**src/rtl/waveform_analyzer.sv**
```systemverilog
// Hysteretic threshold-crossing analyzer: measures period, minimum and maximum
// of each waveform cycle between consecutive rising crossings.
module waveform_analyzer #(
   parameter int DATA_W   = 12,
   parameter int PERIOD_W = 24,
   parameter int HYST     = 16
) (
   input  logic                clk,
   input  logic                rst_n,
   input  logic [DATA_W-1:0]   sample,
   input  logic                sample_valid,
   input  logic [DATA_W-1:0]   threshold,
   input  logic                clear,
   output logic [PERIOD_W-1:0] period_out,
   output logic [DATA_W-1:0]   min_out,
   output logic [DATA_W-1:0]   max_out,
   output logic                result_valid,
   output logic                overflow
);

   typedef enum logic [1:0] {SEEK_LOW, SEEK_RISE, MEAS_HIGH, MEAS_LOW} state_t;

   state_t              state_q, state_d;
   logic [PERIOD_W-1:0] cnt_q, cnt_d;
   logic [DATA_W-1:0]   min_q, min_d, max_q, max_d;
   logic [PERIOD_W-1:0] period_q, period_d;
   logic [DATA_W-1:0]   min_out_q, min_out_d, max_out_q, max_out_d;
   logic                rv_q, rv_d, ovf_q, ovf_d;

   logic [DATA_W:0]     thr_sum_s;
   logic [DATA_W-1:0]   thr_hi_s, thr_lo_s;
   logic                is_lo_s, is_hi_s, cnt_max_s;

   // Saturating hysteresis band around the threshold, plus crossing qualifiers
   always_comb begin
      thr_sum_s = {1'b0, threshold} + (DATA_W+1)'(HYST);
      if (thr_sum_s[DATA_W]) begin
         thr_hi_s = {DATA_W{1'b1}};
      end else begin
         thr_hi_s = thr_sum_s[DATA_W-1:0];
      end
      if (threshold >= DATA_W'(HYST)) begin
         thr_lo_s = threshold - DATA_W'(HYST);
      end else begin
         thr_lo_s = '0;
      end
      is_lo_s   = sample_valid && (sample <= thr_lo_s);
      is_hi_s   = sample_valid && (sample >= thr_hi_s);
      cnt_max_s = (cnt_q == {PERIOD_W{1'b1}});
   end

   // Next-state, tracker and publish logic
   always_comb begin
      state_d   = state_q;
      cnt_d     = cnt_q;
      min_d     = min_q;
      max_d     = max_q;
      period_d  = period_q;
      min_out_d = min_out_q;
      max_out_d = max_out_q;
      rv_d      = 1'b0;
      ovf_d     = 1'b0;
      if (clear) begin
         state_d = SEEK_LOW;
         cnt_d   = '0;
         min_d   = '0;
         max_d   = '0;
      end else begin
         case (state_q)
            SEEK_LOW: begin
               if (is_lo_s) state_d = SEEK_RISE;
               else         state_d = SEEK_LOW;
            end
            SEEK_RISE: begin
               if (is_hi_s) begin
                  state_d = MEAS_HIGH;
                  cnt_d   = PERIOD_W'(1);
                  min_d   = sample;
                  max_d   = sample;
               end else begin
                  state_d = SEEK_RISE;
               end
            end
            MEAS_HIGH, MEAS_LOW: begin
               // A closing crossing beats a simultaneous saturation
               if (state_q == MEAS_LOW && is_hi_s) begin
                  period_d  = cnt_q;
                  min_out_d = min_q;
                  max_out_d = max_q;
                  rv_d      = 1'b1;
                  cnt_d     = PERIOD_W'(1);
                  min_d     = sample;
                  max_d     = sample;
                  state_d   = MEAS_HIGH;
               end else if (cnt_max_s) begin
                  ovf_d   = 1'b1;
                  cnt_d   = '0;
                  state_d = SEEK_LOW;
               end else begin
                  cnt_d = cnt_q + PERIOD_W'(1);
                  if (sample_valid && sample < min_q) min_d = sample;
                  else                                min_d = min_q;
                  if (sample_valid && sample > max_q) max_d = sample;
                  else                                max_d = max_q;
                  if (state_q == MEAS_HIGH && is_lo_s) state_d = MEAS_LOW;
                  else                                 state_d = state_q;
               end
            end
            default: begin
               state_d = SEEK_LOW;
               cnt_d   = '0;
            end
         endcase
      end
   end

   // State and output registers
   always_ff @(posedge clk or negedge rst_n) begin
      if (!rst_n) begin
         state_q   <= SEEK_LOW;
         cnt_q     <= '0;
         min_q     <= '0;
         max_q     <= '0;
         period_q  <= '0;
         min_out_q <= '0;
         max_out_q <= '0;
         rv_q      <= 1'b0;
         ovf_q     <= 1'b0;
      end else begin
         state_q   <= state_d;
         cnt_q     <= cnt_d;
         min_q     <= min_d;
         max_q     <= max_d;
         period_q  <= period_d;
         min_out_q <= min_out_d;
         max_out_q <= max_out_d;
         rv_q      <= rv_d;
         ovf_q     <= ovf_d;
      end
   end

   assign period_out   = period_q;
   assign min_out      = min_out_q;
   assign max_out      = max_out_q;
   assign result_valid = rv_q;
   assign overflow     = ovf_q;

endmodule

```
**config.mk**
```make
export PLATFORM = sky130hd
export DESIGN_NAME = waveform_analyzer
export DESIGN_NICKNAME = d
export VERILOG_FILES = /design/src/rtl/waveform_analyzer.sv
export SDC_FILE = /design/constraint.sdc
export NUM_CORES = 1
export LEC_CHECK = 0
export CORE_ASPECT_RATIO = 2
export CORE_MARGIN = 3
export CORE_UTILIZATION = 35
export DETAILED_ROUTE_END_ITERATION = 10
export HOLD_SLACK_MARGIN = 0.03
export PLACE_DENSITY = 0.67
export RECOVER_POWER = 50
export SETUP_SLACK_MARGIN = 0.1
export SLEW_MARGIN = 0
export SYNTH_ARGS = -nofsm -noshare
export SYNTH_HDL_FRONTEND = slang
export SYNTH_SLANG_ARGS = --single-unit
export TNS_END_PERCENT = 50
```
**constraint.sdc**
```tcl
create_clock -name clk -period 2.9 [get_ports clk]
set_input_delay 0.58 -clock clk [delete_from_list [all_inputs] [get_ports clk]]
set_output_delay 0.58 -clock clk [all_outputs]
set_load 0.05 [all_outputs]
```
==> results of run 1 <==
-- critical path, delay by kind of cell --
| kind | cells | cell delay [ns] |
|---|---|---|
| AOI/OAI and AO/OA | 4 | 0.77 |
| adders and majority gates | 2 | 0.47 |
| buffers and inverters | 6 | 0.72 |
| muxes | 1 | 0.29 |
| and+or+nand+nor | 4 | 0.53 |
-- layer usage --
metal | vias to the layer above | share of wire [%] | wire (microns)
met4 | 0 | 6.5 | 1060
met2 | 137 | 56 | 9130
met3 | 52 | 3.1 | 499
li1 | 2300 | - | -
met5 | - | 0 | 0
met1 | 2378 | 35 | 5650
-- cell type report --
class,count,area (sq um),share of cell area (%)
clock buffers,10,239,2.90
clock inverters,6,56.3,0.684
inverters,31,116,1.41
multi-input cells,407,3220,39.2
flip-flops and latches,100,2500,30.4
well taps,201,251,3.06
repair buffers,182,1840,22.4
-- registers in the layout (all words and copies together), names as in the netlist --
name / flops
state_q: 2
cnt_q: 24
min_q: 12
result_valid: 1
overflow: 1
max_q: 12
period_out: 24
min_out: 12
max_out: 12
-- what timing repair did --
item / 4_1_cts / 5_1_grt
endpoints found under the setup margin: 100 / 98
pin swaps: 30 / 19
cloned: 5 / 2
setup buffers: 25 / 2
resized for setup: 69 / 36
-- through the flow --
step / utilization, % / setup slack [ns] / total power, mW / hold WS (ns)
after detailed placement: 46.1 / -0.960 / 1.91 / 0.474
after CTS: 51.4 / -0.136 / 3.15 / 0.243
after global routing: 52.2 / -0.272 / 3.27 / 0.516
after global placement: 46.1 / -0.823 / 1.89 / 0.474
final: 52.2 / -0.205 / 3.14 / 0.429
after floorplan: - / -0.177 / 1.67 / 0.284
-- kinds of logic after synthesis --
family / Yosys count / synth area share [%]
xor+xnor: 24 / 3.73
fa+ha+maj: 51 / 11.3
mux: 51 / 9.63
buf+inv: 51 / 4.22
flops: 100 / 44.4
compound gates: 80 / 9.10
simple gates: 201 / 17.6
-- power by group through the flow --
stage | combinational, mW | sequential, mW | clock [mW]
after floorplan | 0.219 | 1.45 | 0
after global placement | 0.441 | 1.45 | 0
after detailed placement | 0.458 | 1.45 | 0
after CTS | 0.514 | 1.42 | 1.22
after global routing | 0.571 | 1.43 | 1.27
final | 0.523 | 1.43 | 1.19
-- final timing paths --
path,startpoint,end,slack [ns],depth (start not counted)
max in group asynchronous,rst_n,period_out[8],0.97,2
min in group clk,min_out[3],min_out[3],0.48,2
max,threshold[4],max_out[0],-0.20,17
max reg2reg,max_q[1],max_q[6],0.45,11
min reg2reg,min_out[3],min_out[3],0.48,2
min,rst_n,period_out[21],0.43,1
-- Yosys cell counts (all sizes together), types with 9 or more instances --
cell	n
o21ai	34
mux2	26
a21oi	19
nor2	57
xor2	19
nand2	55
nand3	22
and3	10
clkbuf	9
buf	11
dfrtp	100
inv	31
nand4	17
mux2i	25
ha	51
-- placed cells by master (no fill, tap or decap), types with 6 or more instances in the layout --
master / synthesis / layout
mux2_4: 0 / 23
nand2_1: 54 / 47
buf_12: 0 / 9
nor2_2: 0 / 6
buf_4: 3 / 74
nand3_1: 19 / 11
mux2i_1: 25 / 24
inv_1: 31 / 30
and3_1: 9 / 8
ha_1: 51 / 48
clkdlybuf4s50_1: 0 / 68
nand3_2: 3 / 9
dfrtp_1: 100 / 100
o21ai_0: 11 / 9
o21ai_1: 22 / 23
nand4_1: 16 / 16
xor2_1: 19 / 19
a21oi_1: 18 / 15
nor2_1: 57 / 49
buf_6: 4 / 12
clkbuf_16: 0 / 12
nand2_2: 1 / 7
==> summary.md, run 1 <==
| Metric | Value |
|---|---|
| Outcome | complete, but fails checks |
| Violated checks | setup timing |
| # IOs | between 70 and 80 |
| Total GRT Usage | a little under a fifth |
| Yosys top cell by area | dfrtp_1 |
| Die area | between 15,000 and 20,000 sq um |
| Synth Cell Area | between 5000 and 6000 sq um |
| Setup CP Type | primary input to register |
| Main flop type after synthesis | dfrtp_1 |
| Sw frac | 27.3% |
| Crit-path slowest cell | ha_1 |
| H-tree Lvls | 3 |
| Clock sinks | 100 |
| Post-route ant nets | 0 |
| Synth Warn # | 0 |
| Num CTS Buffers | 9 |
| Final setup fails | 96 |
| Initial detailed-routing violation count | 200 |
| CTS tree | done |
| HP Class | primary input to asynchronous set/reset pin |
| Root Driver | clkbuf_16 |
| DR DRC count | 0 |
| Core ar. | about 16,000 sq um |
| Via count | between 4k and 5k |
| Finished layout cell area | a little over 8000 sq um |
| Grt ovf | 0 |
| ANT cells | 0 |
| Total Nets Final | 810 |
| Setup TNS | -9.63 ns |
| Port Buffers | between 70 and 80 |
| Share of async-settable or async-resettable flops after synthesis | 100% |
| Max IR drop VDD | between 200 and 300 uV |
| Synth-to-Final Area Change | 46.0% |
| Worst-path maximum fanout | 5 |
| Drt total wl | around 16,000 microns |
| Register bit total from synthesis | 100 |
| Crit path cell chain | buf_8, ha_4, nand4_1, buf_4, nor2_4, nor2_2, ha_1, a211o_1, a31oi_2, o21ai_2, buf_4, a21oi_4, nand2b_4, buf_6, buf_6, buf_16, mux2_4 |
| Max-slew violations | 0 |
| Setup ws final | -0.205 ns |
| Row cnt | 65 |
| Syn Area/Cell | between 10 and 15 sq um |
| Max stage delay on crit path | approximately 0.34 ns |
| Largest net degree at the start of global routing | 44 |
| Cell-internal power | 2.28 mW |
| Chip width | around 96 microns |
| Sequential Power Share | about 45% |
| Yosys top cell area share | ~44% |
| Vias in the first global route | a little over 5k |
| Period utilization | 107% |
| Slew margin rel. | between 20% and 30% |
| Clock latency on the worst-skew pair | between 0.3 and 0.4 ns |
| Placed Area | about 7300 sq um |
| Fmax | approximately 320 MHz |
| Gr busiest metal | met2 |
| Synth top area cells | dfrtp_1, ha_1, mux2_1 |
| Part of the power in the clock network | between 30% and 40% |
| Netlist cell types | slightly above 50 |
| Post-Syn Nets | approximately 640 |
| RSZ-0062 raised after global routing | yes |
| Worst Skew | approximately 0.0074 ns |
| Critical Path End Type | register |
| Initial Util | between 30% and 40% |
| Switching pwr | around 0.86 mW |
| Post-synth EDFFs | 0 |
| Hpwl dp | 11,900 microns |
| Clk slew on worst S/H paths | 0.07 ns |
| Share of cells above drive strength 1 | between 20 and 30% |
| Clock Path Buffers | 2 |
| Slew @ Worst Pin | between 1 and 1.5 ns |
| GR Util met2 | between 30% and 40% |
| Met1 Usage GRT | a little under a fifth |
| Final std cells w/o fill | between 900 and 1k |
| Critical Path Start Type | primary input |
| Hold buffers post-CTS | 0 |
| Die Ht | roughly 190 microns |
| Max cap viols | 0 |
| Mean routed wirelength per cell | ~17 microns |
| WP data arrival | ~3.4 ns |
| Seq/Total Area, Yosys | around 44% |
| Critical Path RT | 3.15 ns |
| Post-Synthesis Cells | ~560 |
| Final-report hold violation count | 0 |
| P per Cell Area | 382 nW/um^2 |
| Placed Cells | 889 |
| Pleak | roughly 3.9 nW |
| Combinational power share | approximately 17% |
| First-pass DRT Iterations | 5 |
| Vias per Instance | around 5.2 |
| GPL Wtd Cong | ~0.86 |
| First-pass GRT wire length | 25,500 microns |
| Initial antenna violation count | 0 |
| M3 GR Usage | 2.27% |
| Fill count | 1,426 |
| Final Critical Period | slightly above 3 ns |
(Power assumes the default switching activity.)
==> run 2, diff against run 1 <==
Settings changed: SLEW_MARGIN 0 to 20.
==> results of run 2 <==
Final layout, timing and power as in run 1 (identical DEF).
==> run 3, diff against run 2 <==
Settings changed: TNS_END_PERCENT 50 to not set.
==> run 3 against run 2 <==
Compared with the run above: the flow finishes with violations (capacitance limit, slew limit, setup timing); clock power is essentially flat; hold slack better by 0.069 ns; critical path depth fell by 3; via count rose by 0.55%; die area is the same; maximum frequency grew 4.1%; largest cell class unchanged.
==> summary.md, run 3 (synthesis gave the netlist of run 1 again) <==
| Metric | Value |
|---|---|
| Outcome | complete, but fails checks (unchanged) |
| Violated checks | capacitance limit, slew limit, setup timing (was setup timing) |
| Clk slew on worst S/H paths | 0.07 ns (about the same) |
| Setup CP Type | primary input to register (unchanged) |
| Mean routed wirelength per cell | 18.2 microns (was 17.4 microns) |
| Max cap viols | 1 (was 0) |
| RSZ-0062 raised after global routing | yes (unchanged) |
| Num CTS Buffers | 9 (unchanged) |
| Fmax | 335 MHz (was 322 MHz) |
| Die area | 17,800 sq um (unchanged) |
| Worst R2R Path Depth | 9 (was 11) |
| Final Critical Period | 2.98 ns (was 3.10 ns) |
| Max IR drop VDD | 256 uV (was 263 uV) |
| HP Class | register to register (was primary input to asynchronous set/reset pin) |
| Vias per Instance | 5.25 (was 5.19) |
| Slew @ Worst Pin | 1.79 ns (was 1.14 ns) |
| Critical Path End Type | register (unchanged) |
| Initial detailed-routing violation count | 160 (was 200) |
| Root Driver | clkbuf_16 (unchanged) |
| First-pass DRT Iterations | 4 (was 5) |
| ANT cells | 0 (unchanged) |
| Clock latency on the worst-skew pair | 0.36 ns (was 0.35 ns) |
| GPL Wtd Cong | 0.873 (was 0.863) |
| Chip width | 95.8 microns (unchanged) |
| Setup ws final | -0.0811 ns (was -0.205 ns) |
| First-pass GRT wire length | 25,600 microns (was 25,500 microns) |
| Most frequent cells in the layout | dfrtp_1, clkdlybuf4s50_1, buf_4, nor2_1, ha_1 (was dfrtp_1, buf_4, clkdlybuf4s50_1, nor2_1, ha_1) |
| Initial Util | 35.7% (unchanged) |
| Largest net degree at the start of global routing | 37 (was 44) |
| Period utilization | 103% (was 107%) |
| Worst reg2reg path startpoint | cnt_q[0] (was max_q[1]) |
| Critical Path RT | 3.15 ns (about the same) |
| Clock sinks | 100 (unchanged) |
| Total Nets Final | 805 (was 810) |
| Commonest non-fill, non-tap cell in the layout | dfrtp_1 (unchanged) |
| Fill count | 1,387 (was 1,426) |
| Port Buffers | 77 (unchanged) |
| Hold WS | 0.498 ns (was 0.429 ns) |
| H-tree Lvls | 3 (unchanged) |
| Total GRT Usage | 19.0% (was 18.8%) |
| Pleak | 3.91 nW (was 3.86 nW) |
| Core ar. | 15,800 sq um (unchanged) |
| Grt ovf | 0 (unchanged) |
| Hold Startpoint | max_out[10] |
| DR DRC count | 0 (unchanged) |
| WP data arrival | 3.23 ns (was 3.35 ns) |
| Clock Path Buffers | 2 (unchanged) |
| Hold endpoint | max_out[10] |
| Synth-to-Final Area Change | 48.9% (was 46.0%) |
| Final-report hold violation count | 0 (unchanged) |
| Post-route ant nets | 0 (unchanged) |
| Reg2reg end | min_q[0] (was max_q[6]) |
| Reg2reg setup slack | 0.45 ns (about the same) |
| Die Ht | 186 microns (unchanged) |
| Worst Skew | 0.00783 ns (was 0.00740 ns) |
| Total chip power | 3.14 mW (about the same) |
| Share of cells above drive strength 1 | 31.9% (was 28.1%) |
| Via count | 4,894 (was 4,867) |
| Row cnt | 65 (unchanged) |
| # IOs | 78 (unchanged) |
| Drt total wl | 16,900 microns (was 16,300 microns) |
| Hold Path Depth | 2 |
| Hpwl dp | 12,300 microns (was 11,900 microns) |
| CTS tree | done (unchanged) |
| Critical Path Start Type | primary input (unchanged) |
| Final setup fails | 23 (was 96) |
| Max-slew violations | 34 (was 0) |
| P per Cell Area | 374 nW/um^2 (was 382 nW/um^2) |
| Worst-path maximum fanout | 5 (unchanged) |
| Slew margin rel. | -19.2% (was 24.3%) |
| Vias in the first global route | 5,203 (was 5,190) |
| Initial antenna violation count | 0 (unchanged) |
[run 3: cell types whose count changed in the layout (fill, tap and decap cells not counted), sizes merged]
cell / previous run / this run
clkinvlp: 1 / 3
clkdlybuf4s15: 1 / 0
clkinv: 3 / 2
clkbuf: 15 / 17
buf: 105 / 98
[run 3: repair_timing]
action	CTS	global route
cloned	6	5
buffers inserted	12	4
pin swaps	42	21
hold buffers	0	0
resized for setup	109	50
setup endpoints to repair	100	98
[run 3: worst max path at each step]
stage	endpoint	startpoint	slack (ns)
after global placement	cnt_q[8]	threshold[4]	-0.97
final	cnt_q[4]	threshold[5]	-0.08
after floorplan	max_out[0]	threshold[8]	-0.18
after global routing	cnt_q[8]	threshold[5]	-0.24
after CTS	cnt_q[4]	threshold[5]	-0.07
after detailed placement	cnt_q[4]	threshold[4]	-1.00
[run 3: stage by stage]
stage	TNS, ns	utilization, %	cell area (sq um)	setup WS [ns]	instances
floorplan	-6.44	-	5790	-0.177	558
global placement	-85.62	46.0	7260	-0.971	889
detailed placement	-89.70	46.0	7260	-1.00	889
CTS	-0.614	51.1	8070	-0.0706	923
global route	-11.23	53.2	8400	-0.244	932
finish	-1.06	53.2	8400	-0.0811	932
[run 3: final cells by class]
cell class | instances | area [sq um] | share of cell area (%)
Clock buffer | 9 | 225 | 2.68
Sequential cell | 100 | 2500 | 29.8
Inverter | 31 | 120 | 1.43
Timing Repair Buffer | 177 | 1860 | 22.1
Tap cell | 201 | 251 | 3.00
Clock inverter | 7 | 57.6 | 0.685
Multi-Input combinational cell | 407 | 3380 | 40.3
[run 3: layer usage]
layer  GRT usage (%)  vias up  wire length, microns
met5               0        -                     0
met4            14.7        0                  1370
met3            1.94       62                   456
met2            35.5      130                  9490
met1            18.2     2403                  5640
li1                -     2299                     -
[run 3: where the power goes]
| part | total [mW] | internal [mW] | switching (mW) | leakage (nW) |
|---|---|---|---|---|
| sequential | 1.43 | 1.41 | 0.0149 | 1.39 |
| clock | 1.17 | 0.594 | 0.571 | 0.134 |
| combinational | 0.554 | 0.263 | 0.291 | 2.38 |
| total | 3.14 | 2.27 | 0.877 | 3.91 |
[run 3: critical path, stage by stage]
cell        delay [ns]
buf_8             0.08
buf_4             0.12
clkinvlp_4        0.13
ha_1              0.31
nor2_1            0.12
ha_1              0.27
a21o_1            0.20
a221oi_4          0.27
o21ai_4           0.11
a2111o_1          0.55
buf_6             0.18
nand4_1           0.09
xor2_1            0.16
nor2_1            0.06
